<file path="config.mk">
export PLATFORM = sky130hd
export DESIGN_NAME = multi_edge_detector
export DESIGN_NICKNAME = d
export VERILOG_FILES = /design/src/rtl/multi_edge_detector.sv
export SDC_FILE = /design/constraint.sdc
export NUM_CORES = 1
export LEC_CHECK = 0
export CAP_MARGIN = 20
export CORE_MARGIN = 2
export CORE_UTILIZATION = 44
export DETAILED_ROUTE_END_ITERATION = 10
export PLACE_DENSITY = 0.72
export SLEW_MARGIN = 10
export SYNTH_ARGS = -nofsm -noshare
export SYNTH_HDL_FRONTEND = slang
export SYNTH_SLANG_ARGS = --single-unit
</file>
<file path="constraint.sdc">
create_clock -name sys_clk -period 2.7 [get_ports sys_clk]
set_clock_uncertainty 0.1 [all_clocks]
set_input_delay 0.81 -clock sys_clk [delete_from_list [all_inputs] [get_ports sys_clk]]
set_output_delay 0.81 -clock sys_clk [all_outputs]
set_load 0.005 [all_outputs]
</file>
<file path="src/rtl/multi_edge_detector.sv">
// rtl/multi_edge_detector.sv - per-channel glitch-filtered edge detector with sticky flags and saturating counters
// Optional input synchronizer enabled by defining EDGE_DET_SYNC_EN.
module multi_edge_detector #(
   parameter int CHANNELS   = 4,
   parameter int FILTER_LEN = 0,
   parameter int CNT_W      = 8
) (
   input  logic                      sys_clk,
   input  logic                      rst,
   input  logic [CHANNELS-1:0]       sig,
   input  logic [2*CHANNELS-1:0]     mode,
   input  logic [CHANNELS-1:0]       clr,
   output logic [CHANNELS-1:0]       edge_pulse,
   output logic [CHANNELS-1:0]       pending,
   output logic [CHANNELS*CNT_W-1:0] edge_cnt,
   output logic [CHANNELS-1:0]       cnt_sat
);

   localparam int FC_W = (FILTER_LEN > 0) ? $clog2(FILTER_LEN + 1) : 1;
   localparam logic [FC_W-1:0]  FC_MAX  = FC_W'(FILTER_LEN);
   localparam logic [CNT_W-1:0] CNT_MAX = {CNT_W{1'b1}};
   localparam logic [CNT_W-1:0] CNT_ONE = CNT_W'(1);

   logic [CHANNELS-1:0] raw;
   logic [CHANNELS-1:0] level;
   logic [FC_W-1:0]     fc [CHANNELS];
   logic [CNT_W-1:0]    cnt [CHANNELS];
   logic [CHANNELS-1:0] accept;
   logic [CHANNELS-1:0] hit;

`ifdef EDGE_DET_SYNC_EN
   logic [CHANNELS-1:0] sync1;
   logic [CHANNELS-1:0] sync2;

   always_ff @(posedge sys_clk) begin
      if (rst) begin
         sync1 <= sig;
         sync2 <= sig;
      end else begin
         sync1 <= sig;
         sync2 <= sync1;
      end
   end

   assign raw = sync2;
`else
   assign raw = sig;
`endif

   // A level change is accepted once it has been seen on FILTER_LEN+1 consecutive samples.
   always_comb begin
      accept = '0;
      hit    = '0;
      for (int i = 0; i < CHANNELS; i++) begin
         accept[i] = (raw[i] != level[i]) && (fc[i] == FC_MAX);
         hit[i]    = accept[i] && ((raw[i] && mode[2*i]) || (!raw[i] && mode[2*i+1]));
      end
   end

   always_ff @(posedge sys_clk) begin
      if (rst) begin
         level      <= sig;
         edge_pulse <= '0;
         pending    <= '0;
         for (int i = 0; i < CHANNELS; i++) begin
            fc[i]  <= '0;
            cnt[i] <= '0;
         end
      end else begin
         edge_pulse <= hit;
         pending    <= (pending & ~clr) | hit;
         for (int i = 0; i < CHANNELS; i++) begin
            if (raw[i] == level[i]) begin
               fc[i] <= '0;
            end else if (accept[i]) begin
               level[i] <= raw[i];
               fc[i]    <= '0;
            end else begin
               fc[i] <= fc[i] + FC_W'(1);
            end

            // A clear coinciding with an edge keeps that edge.
            if (clr[i]) begin
               cnt[i] <= hit[i] ? CNT_ONE : '0;
            end else if (hit[i] && (cnt[i] != CNT_MAX)) begin
               cnt[i] <= cnt[i] + CNT_ONE;
            end
         end
      end
   end

   for (genvar g = 0; g < CHANNELS; g++) begin : g_out
      assign edge_cnt[CNT_W*g +: CNT_W] = cnt[g];
      assign cnt_sat[g]                 = (cnt[g] == CNT_MAX);
   end

endmodule
</file>
# == After elaboration in Yosys (flattened, before gate mapping) ==
# Memory sizes are Yosys's and may differ from the RTL's.
# Cells that the tools add are included.
# word_totals
reg_bits,12
ram_bits,36
elab_cells,206
mem_count,2
# mem_list
name,words,width,rd,rd_clocked_by_memory_dff,write_ports,line_no,source
cnt,4,8,4,0,4,27,logic [CNT_W-1:0] cnt [CHANNELS];
fc,4,1,4,0,4,26,logic [FC_W-1:0] fc [CHANNELS];
# op_classes
n_addsub,8
eq_ne,20
mux,107
bitwise,27
reduce_logical,36
# ops
cell,n
$mux W1,98
$mux W8,8
$add A8 B1 Y8 const B,4
$eq A8 B8 Y1 const B,4
$ne A8 B8 Y1 const B,4
$logic_and A1 B1 Y1,20
$or A1 B1 Y1,20
$ne A2 B2 Y1 const B,4
$reduce_and A2 Y1,4
$reduce_bool A2 Y1,4
$add A1 B1 Y1 const B,4
$and A4 B4 Y4,1
$eq A1 B1 Y1,4
$logic_not A1 Y1,4
$logic_or A1 B1 Y1,4
$mux W4,1
$ne A1 B1 Y1,4
$not A1 Y1,4
$not A4 Y4,1
$or A4 B4 Y4,1

# == Logic depth before layout (Yosys ltp) ==
# Gate-level depths: netlist (run 1).
# depth
ltp_word,10
depth_mapped,4
mapped_depth_nobuf,4

# == Least setup slack after synthesis (run 1) ==
# No wires, ideal clock.
# synth_path
path_kind,input to register
startpoint,input sig[0]
endpoint,"memory cnt[0][0], enable pin"
arrival_time_ns,1.892
required_ns,2.216
slack_ns,0.324
stages,3
cell_sequence,nor4bb_1 nor2_1 o21ai_0
# synth_lines
element,line_no,source
from (decl),10,"input logic [CHANNELS-1:0] sig,"
to (decl),27,

==> results of run 1 <==
[synth_stat cells (8+ instances only)]
cell type | n | area share
a21oi_1 | 14 | 0.029
dfxtp_1 | 8 | 0.067
edfxtp_1 | 40 | 0.50
inv_1 | 8 | 0.012
nand2_1 | 9 | 0.014
nand3_1 | 12 | 0.025
nor2_1 | 19 | 0.030
nor3_1 | 9 | 0.019
o21ai_0 | 13 | 0.027
o21bai_1 | 9 | 0.028
or3_1 | 9 | 0.023
xnor2_1 | 10 | 0.036
[flip-flops by register name, indices dropped and copies added (netlist names)]
name        cells
fc              4
pending         4
level           4
edge_pulse      4
cnt            32
[how the worst max path moves through the flow]
stage                     slack (ns)         end  cells past startpoint
after detailed placement        0.10   cnt[0][3]                      5
after global placement          0.18   cnt[0][2]                      5
final                           0.07  cnt_sat[3]                      3
after CTS                       0.02  cnt_sat[3]                      3
after floorplan                 0.32   cnt[0][0]                      3
after global routing          -0.004  cnt_sat[1]                      3
[cell type report]
type / instances / area share
inverters: 8 / 0.00855
repair buffers: 93 / 0.246
multi-input cells: 164 / 0.307
well taps: 70 / 0.0249
flip-flops and latches: 48 / 0.388
clock buffers: 8 / 0.0257
[placed cells by master, fill, tap and decap left out, types with 2 or more instances in the layout]
cell	instances
clkbuf_8	6
nor2_2	2
o31ai_1	2
inv_1	8
o21bai_1	9
ha_2	2
xnor2_1	10
clkbuf_1	2
edfxtp_1	40
nor3b_1	5
nor4bb_1	2
nand4_1	5
o21a_1	2
or3_1	9
nor2_1	17
xor2_1	6
nand2_1	9
buf_4	31
a21oi_1	14
a211oi_1	6
and3b_1	4
and4bb_2	2
nor3_1	9
dfxtp_1	8
a41oi_1	2
clkdlybuf4s50_1	61
ha_4	2
o21ai_0	13
o21ai_1	4
nand3_1	10
conb_1	8
[report_power, final]
part           internal (mW)  leakage (nW)  switching, mW
Combinational          0.145         0.674         0.0915
Clock                  0.209        0.0455          0.233
Sequential             0.848         0.504         0.0446
Total                   1.20          1.22          0.369
[per-layer routing]
layer | track usage | vias to the layer above | share of wire
met5 | 0 | - | 0
li1 | - | 1021 | -
met1 | 0.238 | 986 | 0.46
met3 | 0.0395 | 9 | 0.041
met2 | 0.288 | 62 | 0.49
met4 | 0.0754 | 0 | 0.017
[cell families after synthesis]
group,share of synthesized area
simple gates,0.199
other cells,0.00312
compound gates,0.135
flops,0.566
xor+xnor,0.0583
fa+ha+maj,0.0208
buf+inv,0.0172
[timing repair]
item / CTS / global route
buffers inserted: 5 / 8
gates resized for setup: 4 / 8
setup endpoints to repair: 4 / 4
[stage by stage]
step | power, mW | instance area, um2
after floorplan | 0.981 | 2430
after global placement | 1.11 | 3270
after detailed placement | 1.12 | 3270
after CTS | 1.57 | 3410
after global routing | 1.64 | 3510
final | 1.57 | 3510
[worst max-delay path, stage by stage, from the launching register on]
cell             delay, ns
edfxtp_1              0.42
and4_4                0.25
and4_1                0.24
clkdlybuf4s50_1       0.51
==> results.tsv, run 1 <==
stage	metric	value	unit
layout	Reg area	0.00136	mm2
die	Initial Util	0.462	
die	Die Height	77.9	um
pwr	Max VDD drop	0.319	mV
grt	global-route wire length before repair	8730	um
layout	# nets final	342	
die	Total Die Area	0.00607	mm2
placement	RD Place Congestion	0.804	
placement	Post-Place Setup Slack	0.104	ns
layout	Final Util	0.675	
worst_hold_path	WHS Endpoint	pending[2]	
clocking	clk sink count	48	
logic_synthesis	post-synth cell types	34	
logic_synthesis	Synth Cell Area	0.00240	mm2
placement	placed cell count	370	
worst_setup_path	FF-to-FF Start	cnt[3][0]	
die	Core Rows	26	
clocking	CTS Hold Bufs	0	
layout	Layout Area Growth over Synthesis	46.1	%
worst_setup_path	crit path kind	reg -> out	
clocking	CTS tree	built	
layout	area of the multi-input gates	0.00108	mm2
timing	fmax	380	MHz
layout	Ant. Diodes	0	
timing	setup ws final	0.0701	ns
worst_setup_path	Worst setup EP type	output port	
logic_synthesis	Synthesis Warnings	0	
timing	Setup Viol. Count Final	0	
logic_synthesis	Mapped Avg Cell Area	11.1	um2
grt	largest net degree at the start of global routing	23	
placement	Detailed Place HPWL	3730	um
timing	Final Hold Fails	0	
worst_hold_path	worst hold path type	reg -> reg	
die	Core Region	0.00520	mm2
placement	Port Buffers	61	
route	First DRT Iteration DRCs	102	
logic_synthesis	Synth Flop Type	edfxtp_1	
logic_synthesis	post-synthesis cell count	217	
clocking	CTS max path bufs	2	
clocking	CTS Buf Count	5	
route	routed len/inst	14.1	um
worst_setup_path	worst reg-to-reg setup slack	0.93	ns
route	final WL	5500	um
timing	period utilisation layout	0.974	
route	vias per inst	5.31	
layout	final std cells w/o fill	391	
grt	initial antenna violation count	0	
pwr	Lkg Pwr	1.22	nW
worst_setup_path	Worst Path Arrival	1.72	ns
clocking	Worst-Skew Late Latency	0.30	ns
pwr	Pwr Density	448	mW/mm2
die	Die W	77.9	um
grt	Tot GR Track Use	0.180	
flow_run	Max Cap Violations	0	
timing	WHS	0.362	ns
worst_setup_path	R2R Path End	cnt[3][7]	
clocking	CTS root buf	clkbuf_8	
die	Ports	62	
route	DRC viols	0	
route	ANT nets after route	0	
status	run status	finished, final reports clean	
worst_setup_path	Worst EP required	1.79	ns
worst_setup_path	Worst Setup SP	cnt[3][4]	
timing	max-slew violation count	0	
worst_hold_path	worst hold start	pending[2]	
logic_synthesis	Post-synth EDFFs	40	
logic_synthesis	#FFs+latches synth	48	
worst_setup_path	worst r2r path cells	5	
layout	layout cells sized above 1	0.159	
route	Vias	2078	
layout	# fillers	404	
grt	number of global-route vias before repair	1879	
route	1st-pass router iterations	4	
timing	setup tns final	0	ns
timing	min Tclk post-route	2.63	ns
grt	total grt overflow	0	
worst_setup_path	Startpoint Class	flip-flop	
clocking	Clock Pin Slew Worst Setup and Hold Paths	0.09	ns
clocking	CTS HTree Levels	2	
worst_hold_path	WHS Path Cells	2	
logic_synthesis	Post-synth ARST share	0	
logic_synthesis	Seq/Total Area, Yosys	0.566	
worst_setup_path	Worst Path Max Fanout	4	
(Power assumes the default switching activity.)
==> run 2, diff against run 1 <==
--- a/config.mk
+++ b/config.mk
@@ -12,2 +12,3 @@
 export PLACE_DENSITY = 0.72
+export RECOVER_POWER = 50
 export SLEW_MARGIN = 10
--- a/constraint.sdc
+++ b/constraint.sdc
@@ -4,2 +4,2 @@
 set_output_delay 0.81 -clock sys_clk [all_outputs]
-set_load 0.005 [all_outputs]
+set_load 0.02 [all_outputs]
==> run 2 against run 1 <==
Net effect: first-iteration DRC count down 44%; total power is 1.7% lower; via count decreased by 3.8%; worst setup slack improved by 0.12 ns; sequential share of layout area rose by 1.9 points; register-to-register slack lost 0.30 ns; critical path depth rose by 2; maximum frequency increased by 4.7%; flip-flop and latch count stayed put; hold slack lost 0.0083 ns; highest routed layer unchanged.
==> results.tsv, run 2 (synthesis gave the netlist of run 1 again) <==
stage	metric	value	unit
status	run status	finished, final reports clean	
timing	setup tns final	0	ns
route	Vias	2000	
worst_hold_path	worst hold start	pending[0]	
clocking	post-CTS setup buffers	0	
route	final WL	5170	um
clocking	CTS Hold Bufs	0	
layout	commonest cells after routing, fill and taps aside	clkdlybuf4s50_1 (45), edfxtp_1 (40), nor2_1 (19)	
die	Total Die Area	0.00607	mm2
layout	Final Cell Area	0.00335	mm2
worst_hold_path	worst hold path type	reg -> reg	
worst_setup_path	worst r2r path cells	6	
placement	dpl cell area	0.00330	mm2
clocking	clk sink count	48	
worst_setup_path	Worst path slowest cell	dlygate4sd3_1	
worst_setup_path	CP max stage delay	0.58	ns
die	Core Region	0.00520	mm2
clocking	CTS root buf	clkbuf_8	
pwr	clock power share	0.265	
clocking	Clock Pin Slew Worst Setup and Hold Paths	0.08	ns
pwr	Max VDD drop	0.303	mV
worst_setup_path	Startpoint Class	primary input	
grt	global-route wire length before repair	8620	um
route	vias per inst	5.21	
route	DRC viols	0	
worst_hold_path	WHS Path Cells	2	
route	First DRT Iteration DRCs	57	
pwr	overall power	1.54	mW
layout	# fillers	449	
layout	Layout Area Growth over Synthesis	39.4	%
pwr	combinational group share of total power	0.158	
grt	initial antenna violation count	0	
timing	RSZ-0062 raised after global routing	false	
grt	Tot GR Track Use	0.178	
worst_setup_path	Worst setup EP type	flip-flop	
grt	number of global-route vias before repair	1930	
route	ANT nets after route	0	
pwr	Reg power frac	0.577	
timing	fmax	398	MHz
clocking	CTS HTree Levels	2	
timing	period utilisation layout	0.930	
die	Initial Util	0.462	
worst_setup_path	FF-to-FF Start	cnt[2][0]	
die	Die Height	77.9	um
worst_setup_path	Worst EP required	2.55	ns
timing	Least-Margin Pin Slew	0.791	ns
timing	headroom to the max-slew limit	0.467	
die	Ports	62	
grt	total grt overflow	0	
pwr	Pwr Density	461	mW/mm2
worst_setup_path	Worst Path Arrival	2.36	ns
clocking	CTS Buf Count	5	
placement	Port Buffers	61	
layout	Ant. Diodes	0	
timing	Setup Viol. Count Final	0	
flow_run	Max Cap Violations	0	
route	routed len/inst	13.5	um
pwr	Sw Ratio	0.253	
pwr	Lkg Pwr	1.21	nW
die	Core Rows	26	
pwr	net switching power	0.391	mW
placement	Post-Place Setup Slack	0.134	ns
route	1st-pass router iterations	4	
timing	Final Hold Fails	0	
worst_setup_path	Worst Path Max Fanout	8	
timing	setup ws final	0.188	ns
clocking	Worst-Skew Late Latency	0.30	ns
layout	layout cells sized above 1	0.0860	
clocking	CTS max path bufs	2	
layout	Final Util	0.644	
die	Die W	77.9	um
worst_setup_path	Cell Chain, Critical Path	dlygate4sd3_1, and4bb_2, nor2_1, o21ai_0, clkbuf_1	
worst_setup_path	crit path kind	in -> reg	
clocking	post_cts resized	4	
timing	min Tclk post-route	2.51	ns
layout	most common cell after layout, fill and taps aside	clkdlybuf4s50_1	
layout	Most flops, register	cnt	
timing	max-slew violation count	0	
clocking	CTS tree	built	
layout	max reg flops	32	
grt	largest net degree at the start of global routing	14	
placement	Detailed Place HPWL	3910	um
worst_setup_path	Worst Setup SP	sig[1]	
placement	RD Place Congestion	0.757	
layout	# nets final	335	
pwr	cell-internal power	1.15	mW
==> run 2: changes by cell type in the layout (fill, tap and decap cells not counted), sizes merged <==
cell | before | now
buf | 32 | 18
clkdlybuf4s50 | 61 | 45
dlygate4sd3 | 0 | 12
clkbuf | 8 | 14
dlygate4sd2 | 0 | 4
clkinv | 0 | 1
==> run 2: path summary, 6_finish.rpt <==
| path | slack, ns | endpoint |
|---|---|---|
| worst max register to register | 0.63 | cnt[2][0] |
| worst min-delay path | 0.35 | pending[0] |
| worst min register to register | 0.35 | pending[0] |
| worst max-delay path | 0.19 | cnt[1][6] |
==> run 2: worst max-delay path, delay by kind of cell <==
family	cells	cell delay, ns
and+or+nand+nor	2	0.41
AOI/OAI and AO/OA	1	0.17
buffers and inverters	2	0.96
==> run 2: metrics by stage <==
| stage | hold slack [ns] | cells |
|---|---|---|
| finish | 0.354 | 384 |
| global route | 0.394 | 384 |
| CTS | 0.361 | 384 |
| detailed placement | 0.351 | 376 |
| global placement | 0.344 | 376 |
| floorplan | 0.433 | 223 |
==> run 2: area by class of cell <==
class / count / area (um2) / share of cell area
inverter: 8 / 30.0 / 0.00897
timing repair buffer: 86 / 767 / 0.229
multi-input combinational: 164 / 1020 / 0.306
tap: 70 / 87.6 / 0.0261
clock inverter: 1 / 3.75 / 0.00112
clock buffer: 7 / 76.3 / 0.0228
sequential: 48 / 1360 / 0.406
==> run 2: power by group through the flow <==
stage	sequential, mW	combinational (mW)	clock (mW)
2_1_floorplan	0.946	0.0742	0
3_3_place_gp	0.906	0.249	0
3_5_place_dp	0.909	0.251	0
4_1_cts	0.891	0.252	0.426
5_1_grt	0.900	0.264	0.441
6_report	0.892	0.243	0.409
==> run 2: routing by layer <==
layer,vias to the layer above,share of wire,wire length [um],track usage
met5,-,0,0,0
met4,0,0.014,73,0.0649
met3,7,0.043,221,0.0349
met2,55,0.48,2490,0.301
met1,926,0.46,2380,0.228
li1,1012,-,-,-
==> run 3, diff against run 2 <==
Settings changed: REMOVE_ABC_BUFFERS from default to 1.
==> run 3 against run 2 <==
Net effect: sequential share of layout area is 0.14 points lower; largest power group unchanged; utilization is 0.22 points higher; total power is 1.9% higher; non-clock buffer count is 2 lower; via count is 0.10% lower; global-route usage is 0.29 points lower; clock-buffer cell count is 1 higher; wire length is 1.1% lower; worst setup slack worse by 0.018 ns.
==> results.tsv, run 3 (synthesis gave the netlist of run 1 again) <==
stage	metric	value	unit
timing	fmax	395	MHz
clocking	CTS Buf Count	5	
pwr	Max VDD drop	0.242	mV
clocking	Worst-Skew Late Latency	0.29	ns
pwr	Pwr Density	468	mW/mm2
layout	max reg flops	32	
die	Die Height	77.9	um
worst_setup_path	worst reg-to-reg setup slack	0.67	ns
timing	Final Hold Fails	0	
route	vias per inst	5.23	
clocking	clk sink count	48	
clocking	CTS HTree Levels	2	
grt	initial antenna violation count	0	
worst_setup_path	Startpoint Class	flip-flop	
worst_setup_path	CP max stage delay	0.44	ns
placement	placed cell count	374	
timing	max-slew violation count	0	
timing	Setup Viol. Count Final	0	
die	Ports	62	
grt	number of global-route vias before repair	1878	
grt	Tot GR Track Use	0.175	
worst_setup_path	worst r2r path cells	6	
worst_setup_path	Worst Path Max Fanout	5	
worst_hold_path	worst hold path type	reg -> reg	
layout	Final Cell Area	0.00336	mm2
grt	total grt overflow	0	
route	Vias	1998	
pwr	Lkg Pwr	1.21	nW
timing	Least-Margin Pin Slew	0.819	ns
grt	largest net degree at the start of global routing	19	
layout	Layout Area Growth over Synthesis	39.8	%
timing	min Tclk post-route	2.53	ns
worst_setup_path	FF-to-FF Start	cnt[1][1]	
route	First DRT Iteration DRCs	71	
route	ANT nets after route	0	
clocking	CTS root buf	clkbuf_8	
route	DRC viols	0	
worst_setup_path	Worst setup EP type	output port	
worst_setup_path	Worst Setup EP	cnt_sat[2]	
worst_hold_path	WHS Path Cells	2	
placement	dpl cell area	0.00330	mm2
die	Core Region	0.00520	mm2
worst_setup_path	Worst EP required	1.79	ns
clocking	post-CTS setup buffers	0	
clocking	Clock Pin Slew Worst Setup and Hold Paths	0.08	ns
layout	Ant. Diodes	0	
layout	commonest cells after routing, fill and taps aside	clkdlybuf4s50_1 (44), edfxtp_1 (40), nor2_1 (19)	
flow_run	Max Cap Violations	0	
grt	global-route wire length before repair	8550	um
route	routed len/inst	13.4	um
worst_setup_path	Worst Setup SP	cnt[2][1]	
timing	setup tns final	0	ns
layout	layout cells sized above 1	0.0865	
layout	most common cell after layout, fill and taps aside	clkdlybuf4s50_1	
placement	RD Place Congestion	0.826	
route	1st-pass router iterations	4	
status	run status	finished, final reports clean	
layout	final std cells w/o fill	382	
worst_setup_path	Cell Chain, Critical Path	ha_1, nand3_1, nor2_1, dlygate4sd2_1	
route	final WL	5110	um
timing	period utilisation layout	0.937	
placement	Port Buffers	61	
worst_setup_path	crit path kind	reg -> out	
clocking	CTS tree	built	
layout	# nets final	333	
worst_setup_path	Worst Path Arrival	1.62	ns
die	Initial Util	0.462	
die	Total Die Area	0.00607	mm2
die	Core Rows	26	
worst_setup_path	R2R Path End	cnt[1][4]	
timing	headroom to the max-slew limit	0.448	
placement	Detailed Place HPWL	3850	um
clocking	CTS max path bufs	2	
worst_setup_path	Worst path slowest cell	edfxtp_1	
die	Die W	77.9	um
timing	RSZ-0062 raised after global routing	false	
layout	Most flops, register	cnt	
run 3: where the power goes:
| part | switching (mW) | total, mW | leakage, nW | internal, mW |
|---|---|---|---|---|
| Sequential | 0.0427 | 0.891 | 0.504 | 0.848 |
| Combinational | 0.119 | 0.244 | 0.661 | 0.125 |
| Clock | 0.228 | 0.437 | 0.0455 | 0.209 |
| Total | 0.390 | 1.57 | 1.21 | 1.18 |
run 3: per-stage QoR:
step | total power, mW | util | hold WS (ns) | setup WS [ns]
after floorplan | 1.02 | - | 0.427 | 0.324
after global placement | 1.16 | 0.634 | 0.354 | 0.122
final | 1.57 | 0.646 | 0.364 | 0.170
after CTS | 1.59 | 0.650 | 0.373 | 0.153
after global routing | 1.64 | 0.646 | 0.405 | 0.0384
after detailed placement | 1.16 | 0.634 | 0.358 | 0.0489
run 3: worst max-delay path: cells and delay by family (launching register included):
| kind | cells | cell delay, ns |
|---|---|---|
| flops | 1 | 0.44 |
| buf+inv | 1 | 0.36 |
| simple gates | 2 | 0.29 |
| fa+ha+maj | 1 | 0.24 |
run 3: what timing repair did:
item	CTS	global route
gates resized for setup	4	0
hold buffers	0	0
setup endpoints to repair	4	0
run 3: final cells by class:
type | instances | area, um2
multi-input combinational | 164 | 1020
inverter | 8 | 30.0
clock buffer | 8 | 90.1
timing repair buffer | 84 | 768
sequential | 48 | 1360
tap | 70 | 87.6
fill | 451 | 1840
run 3: worst min path at each step:
stage,start,to,slack (ns)
finish,pending[1],pending[1],0.36
global route,pending[3],pending[3],0.41
CTS,pending[1],pending[1],0.37
detailed placement,pending[0],pending[0],0.36
global placement,pending[1],pending[1],0.35
floorplan,pending[1],pending[1],0.43
run 3: layer usage:
layer / vias up / wire length, um / GRT usage / part of all wire
li1: 1008 / - / - / -
met1: 948 / 2430 / 0.242 / 0.48
met2: 38 / 2450 / 0.278 / 0.48
met3: 4 / 191 / 0.0395 / 0.037
met4: 0 / 38 / 0.0526 / 0.0074
met5: - / 0 / 0 / 0
